**src/rtl/regfile_seq_pkg.sv**
```systemverilog
// Shared types and constants for the register-file sequencer.
// Optional immediate operand path is enabled by IMM_OPERAND_EN.
package regfile_seq_pkg;

  localparam int DEF_ADDR_WIDTH = 3;
  localparam int DEF_REG_WIDTH  = 16;

  typedef enum logic [1:0] {
    S_IDLE  = 2'd0,
    S_READ  = 2'd1,
    S_EXEC  = 2'd2,
    S_WRITE = 2'd3
  } state_t;

  localparam logic [2:0] OP_ADD = 3'd0;
  localparam logic [2:0] OP_SUB = 3'd1;
  localparam logic [2:0] OP_AND = 3'd2;
  localparam logic [2:0] OP_OR  = 3'd3;
  localparam logic [2:0] OP_XOR = 3'd4;

endpackage

```
**src/rtl/regfile_sequencer_operand_capture.sv**
```systemverilog
// Operand registers for the sequencer, with optional immediate mux
// on the second operand (IMM_OPERAND_EN).
module operand_capture
  import regfile_seq_pkg::*;
#(
  parameter int REG_WIDTH = DEF_REG_WIDTH
) (
  input  logic                 clk,
  input  logic                 reset,
  input  logic                 capture,
  input  logic [REG_WIDTH-1:0] bus_1,
  input  logic [REG_WIDTH-1:0] bus_2,
`ifdef IMM_OPERAND_EN
  input  logic                 use_imm,
  input  logic [REG_WIDTH-1:0] imm,
`endif
  output logic [REG_WIDTH-1:0] op_a,
  output logic [REG_WIDTH-1:0] op_b
);

  logic [REG_WIDTH-1:0] a_q;
  logic [REG_WIDTH-1:0] b_q;

  always_ff @(posedge clk) begin
    if (reset) begin
      a_q <= '0;
      b_q <= '0;
    end else if (capture) begin
      a_q <= bus_1;
      b_q <= bus_2;
    end
  end

  assign op_a = a_q;
`ifdef IMM_OPERAND_EN
  assign op_b = use_imm ? imm : b_q;
`else
  assign op_b = b_q;
`endif

endmodule

```
**src/rtl/regfile_sequencer.sv**
```systemverilog
// Four-state sequencer: read two registers, run the external ALU, write back.
// Build with IMM_OPERAND_EN to allow an immediate as the second operand.
module regfile_sequencer
  import regfile_seq_pkg::*;
#(
  parameter int ADDR_WIDTH = DEF_ADDR_WIDTH,
  parameter int REG_WIDTH  = DEF_REG_WIDTH
) (
  input  logic                  clk,
  input  logic                  reset,
  input  logic                  instr_valid,
  output logic                  instr_ready,
  input  logic [2:0]            instr_op,
  input  logic [ADDR_WIDTH-1:0] instr_rd,
  input  logic [ADDR_WIDTH-1:0] instr_rs1,
  input  logic [ADDR_WIDTH-1:0] instr_rs2,
`ifdef IMM_OPERAND_EN
  input  logic                  instr_use_imm,
  input  logic [REG_WIDTH-1:0]  instr_imm,
`endif
  output logic [ADDR_WIDTH-1:0] rf_read_1_addr,
  output logic [ADDR_WIDTH-1:0] rf_read_2_addr,
  input  logic [REG_WIDTH-1:0]  rf_read_bus_1,
  input  logic [REG_WIDTH-1:0]  rf_read_bus_2,
  output logic [ADDR_WIDTH-1:0] rf_write_addr,
  output logic [REG_WIDTH-1:0]  rf_write_bus,
  output logic                  rf_write_enabled,
  output logic [REG_WIDTH-1:0]  alu_a,
  output logic [REG_WIDTH-1:0]  alu_b,
  output logic [2:0]            alu_op,
  input  logic [REG_WIDTH-1:0]  alu_result,
  output logic                  done
);

  state_t                state;
  logic [2:0]            op_q;
  logic [ADDR_WIDTH-1:0] rd_q;
  logic [ADDR_WIDTH-1:0] rs1_q;
  logic [ADDR_WIDTH-1:0] rs2_q;
  logic [REG_WIDTH-1:0]  res_q;
`ifdef IMM_OPERAND_EN
  logic                  use_imm_q;
  logic [REG_WIDTH-1:0]  imm_q;
`endif

  always_ff @(posedge clk) begin
    if (reset) begin
      state <= S_IDLE;
      op_q  <= '0;
      rd_q  <= '0;
      rs1_q <= '0;
      rs2_q <= '0;
      res_q <= '0;
`ifdef IMM_OPERAND_EN
      use_imm_q <= 1'b0;
      imm_q     <= '0;
`endif
    end else begin
      unique case (state)
        S_IDLE: begin
          if (instr_valid) begin
            op_q  <= instr_op;
            rd_q  <= instr_rd;
            rs1_q <= instr_rs1;
            rs2_q <= instr_rs2;
`ifdef IMM_OPERAND_EN
            use_imm_q <= instr_use_imm;
            imm_q     <= instr_imm;
`endif
            state <= S_READ;
          end
        end
        S_READ:  state <= S_EXEC;
        S_EXEC: begin
          res_q <= alu_result;
          state <= S_WRITE;
        end
        S_WRITE: state <= S_IDLE;
        default: state <= S_IDLE;
      endcase
    end
  end

  operand_capture #(
    .REG_WIDTH(REG_WIDTH)
  ) u_operands (
    .clk     (clk),
    .reset   (reset),
    .capture (state == S_READ),
    .bus_1   (rf_read_bus_1),
    .bus_2   (rf_read_bus_2),
`ifdef IMM_OPERAND_EN
    .use_imm (use_imm_q),
    .imm     (imm_q),
`endif
    .op_a    (alu_a),
    .op_b    (alu_b)
  );

  // Addresses follow the latched fields; they only matter in READ/WRITE.
  assign instr_ready      = (state == S_IDLE);
  assign rf_read_1_addr   = rs1_q;
  assign rf_read_2_addr   = rs2_q;
  assign alu_op           = op_q;
  assign rf_write_addr    = rd_q;
  assign rf_write_bus     = res_q;
  assign rf_write_enabled = (state == S_WRITE);
  assign done             = (state == S_WRITE);

endmodule

```
**config.mk**
```make
export PLATFORM = sky130hd
export DESIGN_NAME = regfile_sequencer
export DESIGN_NICKNAME = d
export VERILOG_FILES = /design/src/rtl/regfile_seq_pkg.sv /design/src/rtl/regfile_sequencer_operand_capture.sv /design/src/rtl/regfile_sequencer.sv
export SDC_FILE = /design/constraint.sdc
export NUM_CORES = 1
export LEC_CHECK = 0
export BUFFER_PORTS_ARGS = -buffer_cell sky130_fd_sc_hd__buf_2
export CAP_MARGIN = 20
export CORE_ASPECT_RATIO = 0.6
export CORE_MARGIN = 2
export CORE_UTILIZATION = 40
export DETAILED_ROUTE_END_ITERATION = 16
export HOLD_SLACK_MARGIN = 0.06
export PLACE_DENSITY = 0.82
export SKIP_LAST_GASP = 1
export SLEW_MARGIN = 15
export SYNTH_ARGS = -nofsm -noshare
export SYNTH_HDL_FRONTEND = slang
export SYNTH_SLANG_ARGS = --single-unit
```
**constraint.sdc**
```tcl
create_clock -name clk -period 1.5 [get_ports clk]
set_clock_uncertainty 0.15 [all_clocks]
set_input_delay 0.15 -clock clk [delete_from_list [all_inputs] [get_ports clk]]
set_output_delay 0.15 -clock clk [all_outputs]
set_load 0.02 [all_outputs]
```
Word-level counts from Yosys, hierarchy flattened
Index checks and enable logic that the tools add are counted.
- output and inout port bits: 63
- bits in registers: 62
- word-level logic and storage cells: 16
- mux-type cells: 2
- reductions and logical operators: 2
- equal/unequal tests: 4
- operator list (kind ; count):
    2-bit case mux with 4 select lines ; 1
    2-bit equality test, second input constant ; 2
    2-bit by 1-bit equality test with 1-bit output, second input constant ; 1
    2-bit zero test ; 1
    2-bit 2-to-1 mux ; 1
    2-bit != test, second input constant ; 1
    2-bit AND reduction ; 1

Longest topological paths before layout
Gate-level depths: netlist of run 1.
- word-level depth: 2
- depth in mapped cells: 6

Hierarchy
A second synthesis of run 1 with hierarchy kept.
- cell total of the unflattened synthesis: 227
- area total of the unflattened synthesis: 2473.6 um2
- by module, submodules not included (module ; area each (um2) ; cells an instance ; sequential area each (um2) ; instances):
    regfile_sequencer ; 1310.0 ; 124 ; 600.6 ; 1
    operand_capture ; 1163.6 ; 103 ; 640.6 ; 1

Worst setup path after synthesis of run 1
OpenSTA, ideal clock, no wires.
- path type: reg-to-reg
- from: register state[0]
- to: register op_q[2], in the netlist alu_op[2]
- data required time: 1.284 ns
- arrival: 1.178 ns
- setup time: 0.066 ns
- cell stages (with the launch flop): 7
- setup slack: 0.106 ns
- path through: dfxtp_1 inv_1 ha_1 buf_6 buf_8 a21bo_1 a21oi_2
- word-level cells in the longest chain between the ends: 2
- ends and longest elaborated chain (item ; RTL line ; source):
    from (decl) ; regfile_sequencer.sv:35 ; state_t state;
    from (signal assigned) ; regfile_sequencer.sv:48 ; state <= S_IDLE;
    from (signal assigned) ; regfile_sequencer.sv:70 ; state <= S_READ;
    from (signal assigned) ; regfile_sequencer.sv:73 ; S_READ: state <= S_EXEC;
    2-bit zero test ; regfile_sequencer.sv:59 ; unique case (state)
    2-bit AND reduction (no line) ; -- ;
    to (signal assigned) ; regfile_sequencer.sv:62 ; op_q <= instr_op;
    to (decl) ; regfile_sequencer.sv:36 ; logic [2:0] op_q;
Every way passes these cells.
A chain may end at the register's enable or synchronous reset.

Worst setup path in the final report of run 1
- from: register state[1]
- to: register u_operands.b_q[12], in the netlist u_operands.op_b[12]
- word-level cells in the longest chain between the ends: 1
- ends and longest elaborated chain (item ; RTL line ; source):
    2-bit by 1-bit equality test with 1-bit output ; regfile_sequencer.sv:89 ; .capture (state == S_READ),
    to (signal assigned) ; regfile_sequencer_operand_capture.sv:30 ; b_q <= bus_2;
    to (decl) ; regfile_sequencer_operand_capture.sv:22 ; logic [REG_WIDTH-1:0] b_q;
Every way passes these cells.

==> results.txt, run 1 <==
Maximum VDD drop - 0.726 mV
# DRC - 0
Unrepaired setup endpoints after global routing - true
Setup violators final - 0
HP Class - primary input to flop
Outcome - complete, no violations
First-pass GRT wire length - 11.4 mm
Max_slew headroom - 69.0%
Kind of critical path - flop to flop
Worst skew pair latency - 0.32 ns
DR top layer - met4
Switching Share - 36.6%
Remaining global-route overflow - 0
Detailed Routing Iterations Pass 1 - 5
Synthesized instance count - 228
Clk slew on worst S/H paths - 0.07 ns
Seq/Total Area, Yosys - 50.8%
Crit path time final - 1.45 ns
PD cells - 1680 nW/um^2
Worst setup EP type - flop
LEAKAGE - 1.87 nW
Final instance area - 3960 sq um
CTS root buf - clkbuf_8
Warnings, synthesis - 0
CTS max path bufs - 2
Detail Route Antenna Nets - 0
Number of global-route vias before repair - 2268
Syn Area/Cell - 10.7 sq um
Startpoint type of the worst setup path - flop
Via/cell ratio - 4.64
GPL Wtd Cong - 0.706
Via count - 2314
Htree depth - 3
Die Y - 64.6 microns
Final Slew Violations - 0
Area Overhead vs Synth - 61.9%
Seq cells post-synth - 62
Max-cap violation count - 0
Final core occ - 69.1%
Pin count of the biggest net entering global routing - 33
Routed WL - 7.22 mm
Chip width - 105 microns
Share of cells above drive strength 1 - 38.9%
CTS tree - yes
Least-Margin Pin Slew - 0.465 ns
Wl on met1 - 3.13 mm
CP required - 1.56 ns
Crit Path Max Fanout - 16
Clk pwr share - 22.1%
Detailed Place HPWL - 3.84 mm
Starting Density - 42.7%
Pint - 4.21 mW
Detailed Route Iter0 Violations - 93
Period utilization - 96.4%
Flop pwr share - 33.9%
Dpl cell area - 3120 sq um
Hold Violations, Final - 0
Port Buf Inserts - 125
Std-Cell Rows - 21
NetSw - 2.43 mW
Synthesized cell area - 2440 sq um
Hold_ws - 0.176 ns
Core ar. - 5730 sq um
Fmax - 692 MHz
Initial antenna violation count - 0
Wire per inst - 14.5 microns
Synth cell types - 20
Met2 wire len - 3.46 mm
Die footprint - 6770 sq um
Met3 Routed Length - 594 microns
Final net count - 482
Post-CTS Setup Bufs - 0
Clock buffer count from CTS - 9
Clock tree sinks - 62
Tot GR Track Use - 21.5%
Antenna fix cells - 0
Logic pwr share - 44.1%
I/O pins - 126
CP arrival - 1.51 ns
Syn_nets - 296
-- worst paths after layout --
path	startpoint	slack (ns)	depth (start not counted)	end
setup / recovery	state[1]$_SDFFE_PP0P_	0.05	5	u_operands.op_b[12]$_SDFFE_PP0N_
hold / removal	instr_valid	0.18	3	rf_write_addr[1]$_SDFFE_PP0P_
setup reg to reg	state[1]$_SDFFE_PP0P_	0.05	5	u_operands.op_b[12]$_SDFFE_PP0N_
hold reg to reg	rf_write_bus[5]$_SDFFE_PP0N_	0.34	2	rf_write_bus[5]$_SDFFE_PP0N_
-- Yosys cell counts --
cell type	number	area share, %
ha_1	5	2.6
dfxtp_1	62	51
a21oi_1	6	1.2
inv_1	2	0.31
clkbuf_1	3	0.46
nor2_1	50	7.7
nand3_1	12	2.5
nor2b_1	1	0.26
mux2i_1	48	20
a21bo_1	7	2.9
o21ai_1	1	0.20
buf_4	4	1.2
nand4bb_1	1	0.46
buf_6	8	3.7
a211oi_1	1	0.31
a21bo_2	5	2.0
buf_8	1	0.61
nand2b_1	1	0.26
buf_2	4	0.82
a21oi_2	6	2.1
-- area by class of cell --
type                       count  area [sq um]
clock buffer                  12           155
clock inverter                 4          45.0
fill                         435          1770
inverter                       2          7.51
multi-input combinational    144          1040
sequential                    62          1240
tap                           80           100
timing repair buffer         195          1370
-- per-stage QoR --
stage / power (mW) / cells / worst slack (ns) / setup TNS [ns]
after floorplan: 4.29 / 228 / 0.106 / 0
after global placement: 4.86 / 421 / 0.113 / 0
after detailed placement: 4.93 / 421 / 0.0576 / 0
after CTS: 6.53 / 498 / 0.0254 / 0
after global routing: 7.06 / 499 / -0.0167 / -0.0272
final: 6.64 / 499 / 0.0540 / 0
-- cells in the final DEF, fill, tap and decap left out, drive strengths merged, types with 3 or more instances in the layout --
cell and instances:
dlygate4sd3 61, a21oi 12, ha 5, nor2 50, dfxtp 62, a21bo 12
mux2i 48, nand3 12, buf 133, clkbuf 13, clkinv 3
-- cells by family after synthesis --
kind of cell / after synthesis / synth area share (%)
AOI/OAI and AO/OA: 26 / 8.80
adders and majority gates: 5 / 2.56
buffers and inverters: 22 / 7.11
DFF: 62 / 50.8
muxes: 48 / 19.7
and+or+nand+nor: 65 / 11.1
-- routing by layer --
metal | vias up | GRT usage [%]
li1 | 1133 | -
met1 | 1069 | 25.8
met2 | 106 | 37.4
met3 | 6 | 7.44
met4 | 0 | 5.17
met5 | - | 0
-- flip-flops by register name (all words and copies together), names as in the netlist --
register / cells
u_operands.op_b: 16
alu_op: 3
u_operands.op_a: 16
rf_read_2_addr: 3
rf_read_1_addr: 3
state: 2
rf_write_bus: 16
rf_write_addr: 3
-- power groups by stage --
stage                     Combinational (mW)  Sequential [mW]  Clock (mW)
after floorplan                         1.60             2.69           0
after global placement                  2.62             2.24           0
after global routing                    3.18             2.29        1.60
after detailed placement                2.68             2.25           0
after CTS                               2.80             2.22        1.51
final                                   2.93             2.25        1.46
-- worst max-delay path: stages, from the launching register on --
cell and delay [ns]:
dfxtp_1 0.31, inv_1 0.10, ha_2 0.25, buf_12 0.19, mux2i_2 0.24, nor2_1 0.08
-- what timing repair did --
| action | in CTS | in global routing |
|---|---|---|
| gates resized for setup | 0 | 2 |
| endpoints found under the setup margin | 0 | 13 |
| hold endpoints to repair | 60 | 0 |
| hold buffers | 61 | 0 |
Power figures use the tool's default switching activity.
==> run 2: changes to the inputs <==
--- a/config.mk
+++ b/config.mk
@@ -9,10 +9,11 @@
 export CAP_MARGIN = 20
 export CORE_ASPECT_RATIO = 0.6
 export CORE_MARGIN = 2
-export CORE_UTILIZATION = 40
+export CORE_UTILIZATION = 42
+export CTS_BUF_LIST = sky130_fd_sc_hd__clkbuf_4
 export DETAILED_ROUTE_END_ITERATION = 16
 export HOLD_SLACK_MARGIN = 0.06
-export PLACE_DENSITY = 0.82
+export PLACE_DENSITY = 0.85
 export SKIP_LAST_GASP = 1
 export SLEW_MARGIN = 15
 export SYNTH_ARGS = -nofsm -noshare
==> run 2 against run 1 <==
Wire length decreased by 3.3%; clock-buffer cell count decreased by 2; first-iteration DRC count decreased by 28%; die area decreased by 4.5%; global-route usage decreased by 0.33 points; maximum frequency increased by 1.8%; largest cell class unchanged; largest power group unchanged.
==> results.txt, run 2 (synthesis gave the netlist of run 1 again) <==
Final core occ - 70.5%
HP Class - flop to flop
Antenna fix cells - 0
Htree depth - 3
Tot GR Track Use - 21.2%
Startpoint type of the worst setup path - flop
Detailed Place HPWL - 3.71 mm
Outcome - complete, no violations
Most frequent cells in the layout - 124 x buf_2, 62 x dlygate4sd3_1, 60 x dfxtp_1, 50 x nor2_1, 47 x mux2i_1
Detailed Routing Iterations Pass 1 - 4
Core ar. - 5600 sq um
CP startpoint - state[1]$_SDFFE_PP0P_
Number of global-route vias before repair - 2304
Register area - 1240 sq um
Final Slew Violations - 0
PD cells - 1620 nW/um^2
Final net count - 483
Starting Density - 43.7%
Worst setup EP type - flop
CTS root buf - clkbuf_4
Period utilization - 94.7%
Chip width - 102 microns
Setup violators final - 0
Worst R2R Start - state[1]$_SDFFE_PP0P_
Wire per inst - 14.0 microns
Via count - 2306
GPL Wtd Cong - 0.717
LEAKAGE - 1.85 nW
Worst skew pair latency - 0.39 ns
Die footprint - 6470 sq um
Worst path slowest cell - dfxtp_2
Area of the multi-input gates - 1050 sq um
Maximum VDD drop - 0.910 mV
Detail Route Antenna Nets - 0
Share of cells above drive strength 1 - 39.6%
Hold Crit Depth - 2
Area Overhead vs Synth - 61.3%
Clk slew on worst S/H paths - 0.10 ns
Clock buffer count from CTS - 9
I/O pins - 126
Kind of critical path - flop to flop
Most common cell after layout, fill and taps aside - buf_2
Setup TNS - 0 ns
Std-Cell Rows - 21
CP cell instances - buf_4 > ha_1 > buf_12 > mux2i_1 > nor2_1
Fillers - 398
First-pass GRT wire length - 10.7 mm
Detailed Route Iter0 Violations - 67
Max-cap violation count - 0
Final instance area - 3940 sq um
FF-to-FF setup slack - 0.08 ns
Remaining global-route overflow - 0
# DRC - 0
CP arrival - 1.56 ns
Crit Path Max Fanout - 16
Crit path time final - 1.42 ns
Least-Margin Pin Slew - 0.449 ns
Hold_ws - 0.350 ns
Fmax - 704 MHz
Initial antenna violation count - 0
Unrepaired setup endpoints after global routing - false
Clock tree sinks - 62
Dpl cell area - 3110 sq um
CTS max path bufs - 2
CP peak stage delay - 0.37 ns
CTS tree - yes
Reg2reg end - rf_write_bus[10]$_SDFFE_PP0N_
Max_slew headroom - 70.0%
Worst Setup EP - rf_write_bus[10]$_SDFFE_PP0N_
Via/cell ratio - 4.62
Port Buf Inserts - 125
Hold Violations, Final - 0
CP required - 1.64 ns
Pin count of the biggest net entering global routing - 33
Die Y - 63.1 microns
Reg2reg path depth - 5
Routed WL - 6.99 mm
## run 2: worst max-delay path, delay by kind of cell, from the launching register on
kind	cells	cell delay [ns]
flip-flops	1	0.37
multiplexers	1	0.21
adder cells (fa/ha/maj)	1	0.21
buffers and inverters	2	0.31
AND/OR/NAND/NOR	1	0.07
## run 2: routing by layer
metal / vias up / GRT usage [%] / part of all wire [%]
met5: - / 0 / 0
met4: 0 / 5.33 / 0.82
met3: 6 / 9.32 / 8.3
met2: 103 / 36.3 / 48
met1: 1059 / 24.1 / 43
li1: 1138 / - / -
## run 2: worst min path at each step
stage	slack, ns	start	end
6_report	0.35	u_operands.op_b[15]$_SDFFE_PP0N_	u_operands.op_b[15]$_SDFFE_PP0N_
5_1_grt	0.34	alu_result[14]	rf_write_bus[14]$_SDFFE_PP0N_
4_1_cts	0.35	rf_read_bus_1[10]	u_operands.op_a[10]$_SDFFE_PP0N_
3_5_place_dp	0.24	rf_read_bus_2[0]	u_operands.op_b[0]$_SDFFE_PP0N_
3_3_place_gp	0.23	rf_read_bus_2[3]	u_operands.op_b[3]$_SDFFE_PP0N_
2_1_floorplan	0.15	alu_result[10]	rf_write_bus[10]$_SDFFE_PP0N_
## run 2: area by class of cell
cell class	instances	share of cell area (%)
tap	80	2.54
clock buffer	10	1.90
multi-input combinational	144	26.6
sequential	62	31.5
inverter	2	0.190
clock inverter	5	1.30
timing repair buffer	196	35.9
## run 2: metrics by stage
stage,worst slack [ns],std cells,power (mW)
2_1_floorplan,0.106,228,4.29
3_3_place_gp,0.110,418,4.82
3_5_place_dp,0.0268,418,4.89
4_1_cts,0.0129,497,6.15
5_1_grt,0.000484,499,6.81
6_report,0.0797,499,6.39
## run 2: power breakdown
group	switching [mW]	total, mW	internal, mW
combinational	1.63	3.06	1.44
sequential	0.212	2.25	2.04
clock	0.566	1.07	0.507
## run 2: repair_timing
item | CTS | global route
setup endpoints to repair | 3 | 18
hold buffers | 62 | 0
endpoints found under the hold margin | 61 | 0
cloned | 0 | 2
resized for setup | 2 | 7
buffers inserted | 2 | 0
==> run 3: changes to the inputs <==
--- a/config.mk
+++ b/config.mk
@@ -9,11 +9,11 @@
 export CAP_MARGIN = 20
 export CORE_ASPECT_RATIO = 0.6
 export CORE_MARGIN = 2
-export CORE_UTILIZATION = 42
+export CORE_UTILIZATION = 50
 export CTS_BUF_LIST = sky130_fd_sc_hd__clkbuf_4
 export DETAILED_ROUTE_END_ITERATION = 16
 export HOLD_SLACK_MARGIN = 0.06
-export PLACE_DENSITY = 0.85
+export PLACE_DENSITY = 0.94
 export SKIP_LAST_GASP = 1
 export SLEW_MARGIN = 15
 export SYNTH_ARGS = -nofsm -noshare
==> constraint.sdc (replaced) <==
create_clock -name clk -period 1.7 [get_ports clk]
set_clock_uncertainty 0.15 [all_clocks]
set_input_delay 0.17 -clock clk [delete_from_list [all_inputs] [get_ports clk]]
set_output_delay 0.17 -clock clk [all_outputs]
set_load 0.02 [all_outputs]
==> run 3 against run 2 <==
Die area shrank 15%; first-iteration DRC count increased by 31%; largest power group unchanged; combinational power shrank 19%; hold slack lost 0.24 ns; cell area is 2.3% lower; wire length increased by 4.1%; sequential cell count did not move; clock power is 18% higher; critical path depth down 2; global-route usage up 5.8 points; sequential power is 12% lower.
==> results.txt, run 3 (synthesis gave the netlist of run 1 again) <==
CTS max path bufs - 2
Setup TNS - 0 ns
Clk slew on worst S/H paths - 0.11 ns
Final worst slack - 0.133 ns
Unrepaired setup endpoints after global routing - false
Pin count of the biggest net entering global routing - 33
Chip width - 94.3 microns
Gates resized, CTS repair - 0
Area Overhead vs Synth - 57.6%
Worst path slowest cell - dfxtp_1
CP peak stage delay - 0.39 ns
PD cells - 1490 nW/um^2
CTS root buf - clkbuf_4
Max_slew headroom - 69.4%
Outcome - complete, no violations
CP arrival - 1.25 ns
Fmax - 638 MHz
Initial antenna violation count - 0
Worst setup EP type - output pin
Hold Violations, Final - 0
Most frequent cells in the layout - 125 x buf_2, 62 x dfxtp_1, 61 x dlygate4sd3_1, 50 x nor2_1, 48 x mux2i_1
Port Buf Inserts - 125
GPL Wtd Cong - 0.710
Worst skew pair latency - 0.39 ns
Setup violators final - 0
Kind of critical path - flop to output pin
Final instance area - 3850 sq um
Crit Path Max Fanout - 4
Reg2reg path depth - 5
Final net count - 479
Detailed Routing Iterations Pass 1 - 4
Antenna fix cells - 0
Max-cap violation count - 0
Startpoint type of the worst setup path - flop
Via/cell ratio - 4.85
Hold Crit Depth - 3
HP Class - primary input to flop
CP required - 1.38 ns
Detail Route Antenna Nets - 0
# DRC - 0
Htree depth - 3
Most common cell after layout, fill and taps aside - buf_2
DP Worst Slack - 0.230 ns
Wire per inst - 15.2 microns
I/O pins - 126
Die footprint - 5480 sq um
Post-CTS Setup Bufs - 0
CTS tree - yes
Via count - 2319
Hold_ws - 0.108 ns
Starting Density - 52.7%
Maximum VDD drop - 1.06 mV
LEAKAGE - 1.83 nW
Final Slew Violations - 0
Std-Cell Rows - 19
Least-Margin Pin Slew - 0.459 ns
Routed WL - 7.27 mm
Detailed Place HPWL - 3.91 mm
Remaining global-route overflow - 0
Period utilization - 92.2%
CP cell instances - inv_1 > ha_1 > buf_2
Share of cells above drive strength 1 - 37.8%
Crit path time final - 1.57 ns
Die Y - 58.2 microns
Hold buffer count at cts - 61
Clock buffer count from CTS - 9
Core ar. - 4640 sq um
Dpl cell area - 3070 sq um
Detailed Route Iter0 Violations - 88
Number of global-route vias before repair - 2350
Clock tree sinks - 62
First-pass GRT wire length - 11.2 mm
Tot GR Track Use - 27.0%
run 3: where the power goes:
part           leakage (nW)  switching, mW  internal (mW)  total, mW
registers             0.506          0.198           1.79       1.99
logic                  1.23           1.41           1.08       2.49
clock network        0.0939          0.512          0.747       1.26
total                  1.83           2.12           3.62       5.74
run 3: metrics by stage:
| step | power (mW) | std cells | util, % |
|---|---|---|---|
| detailed placement | 4.32 | 402 | 66.2 |
| finish | 5.74 | 478 | 83.1 |
| floorplan | 3.78 | 228 | - |
| global route | 6.02 | 478 | 83.1 |
| global placement | 4.24 | 402 | 66.2 |
| CTS | 5.68 | 478 | 83.1 |
run 3: area by class of cell:
class | count | area (sq um)
fillers | 254 | 783
repair buffers | 192 | 1320
clock inverters | 5 | 98.8
flip-flops and latches | 62 | 1240
well taps | 63 | 78.8
inverters | 2 | 7.51
multi-input cells | 144 | 1030
clock buffers | 10 | 75.1
run 3: critical path, delay by kind of cell, from the launching register on:
kind	cells	cell delay (ns)
adder cells (fa/ha/maj)	1	0.20
buffers and inverters	2	0.26
flip-flops	1	0.39
run 3: worst paths after layout:
path / from / end / slack, ns
setup / recovery: state[0]$_SDFFE_PP0P_ / instr_ready / 0.13
hold / removal: instr_valid / alu_op[0]$_SDFFE_PP0P_ / 0.11
setup reg to reg: state[1]$_SDFFE_PP0P_ / u_operands.op_a[0]$_SDFFE_PP0N_ / 0.14
hold reg to reg: u_operands.op_b[14]$_SDFFE_PP0N_ / u_operands.op_b[14]$_SDFFE_PP0N_ / 0.35
run 3: routing by layer:
metal / track usage [%] / share of wire (%) / vias up
met5: 0 / 0 / -
met4: 12.4 / 3.2 / 0
met3: 9.10 / 7.8 / 20
met2: 45.8 / 47 / 120
met1: 31.4 / 42 / 1046
li1: - / - / 1133
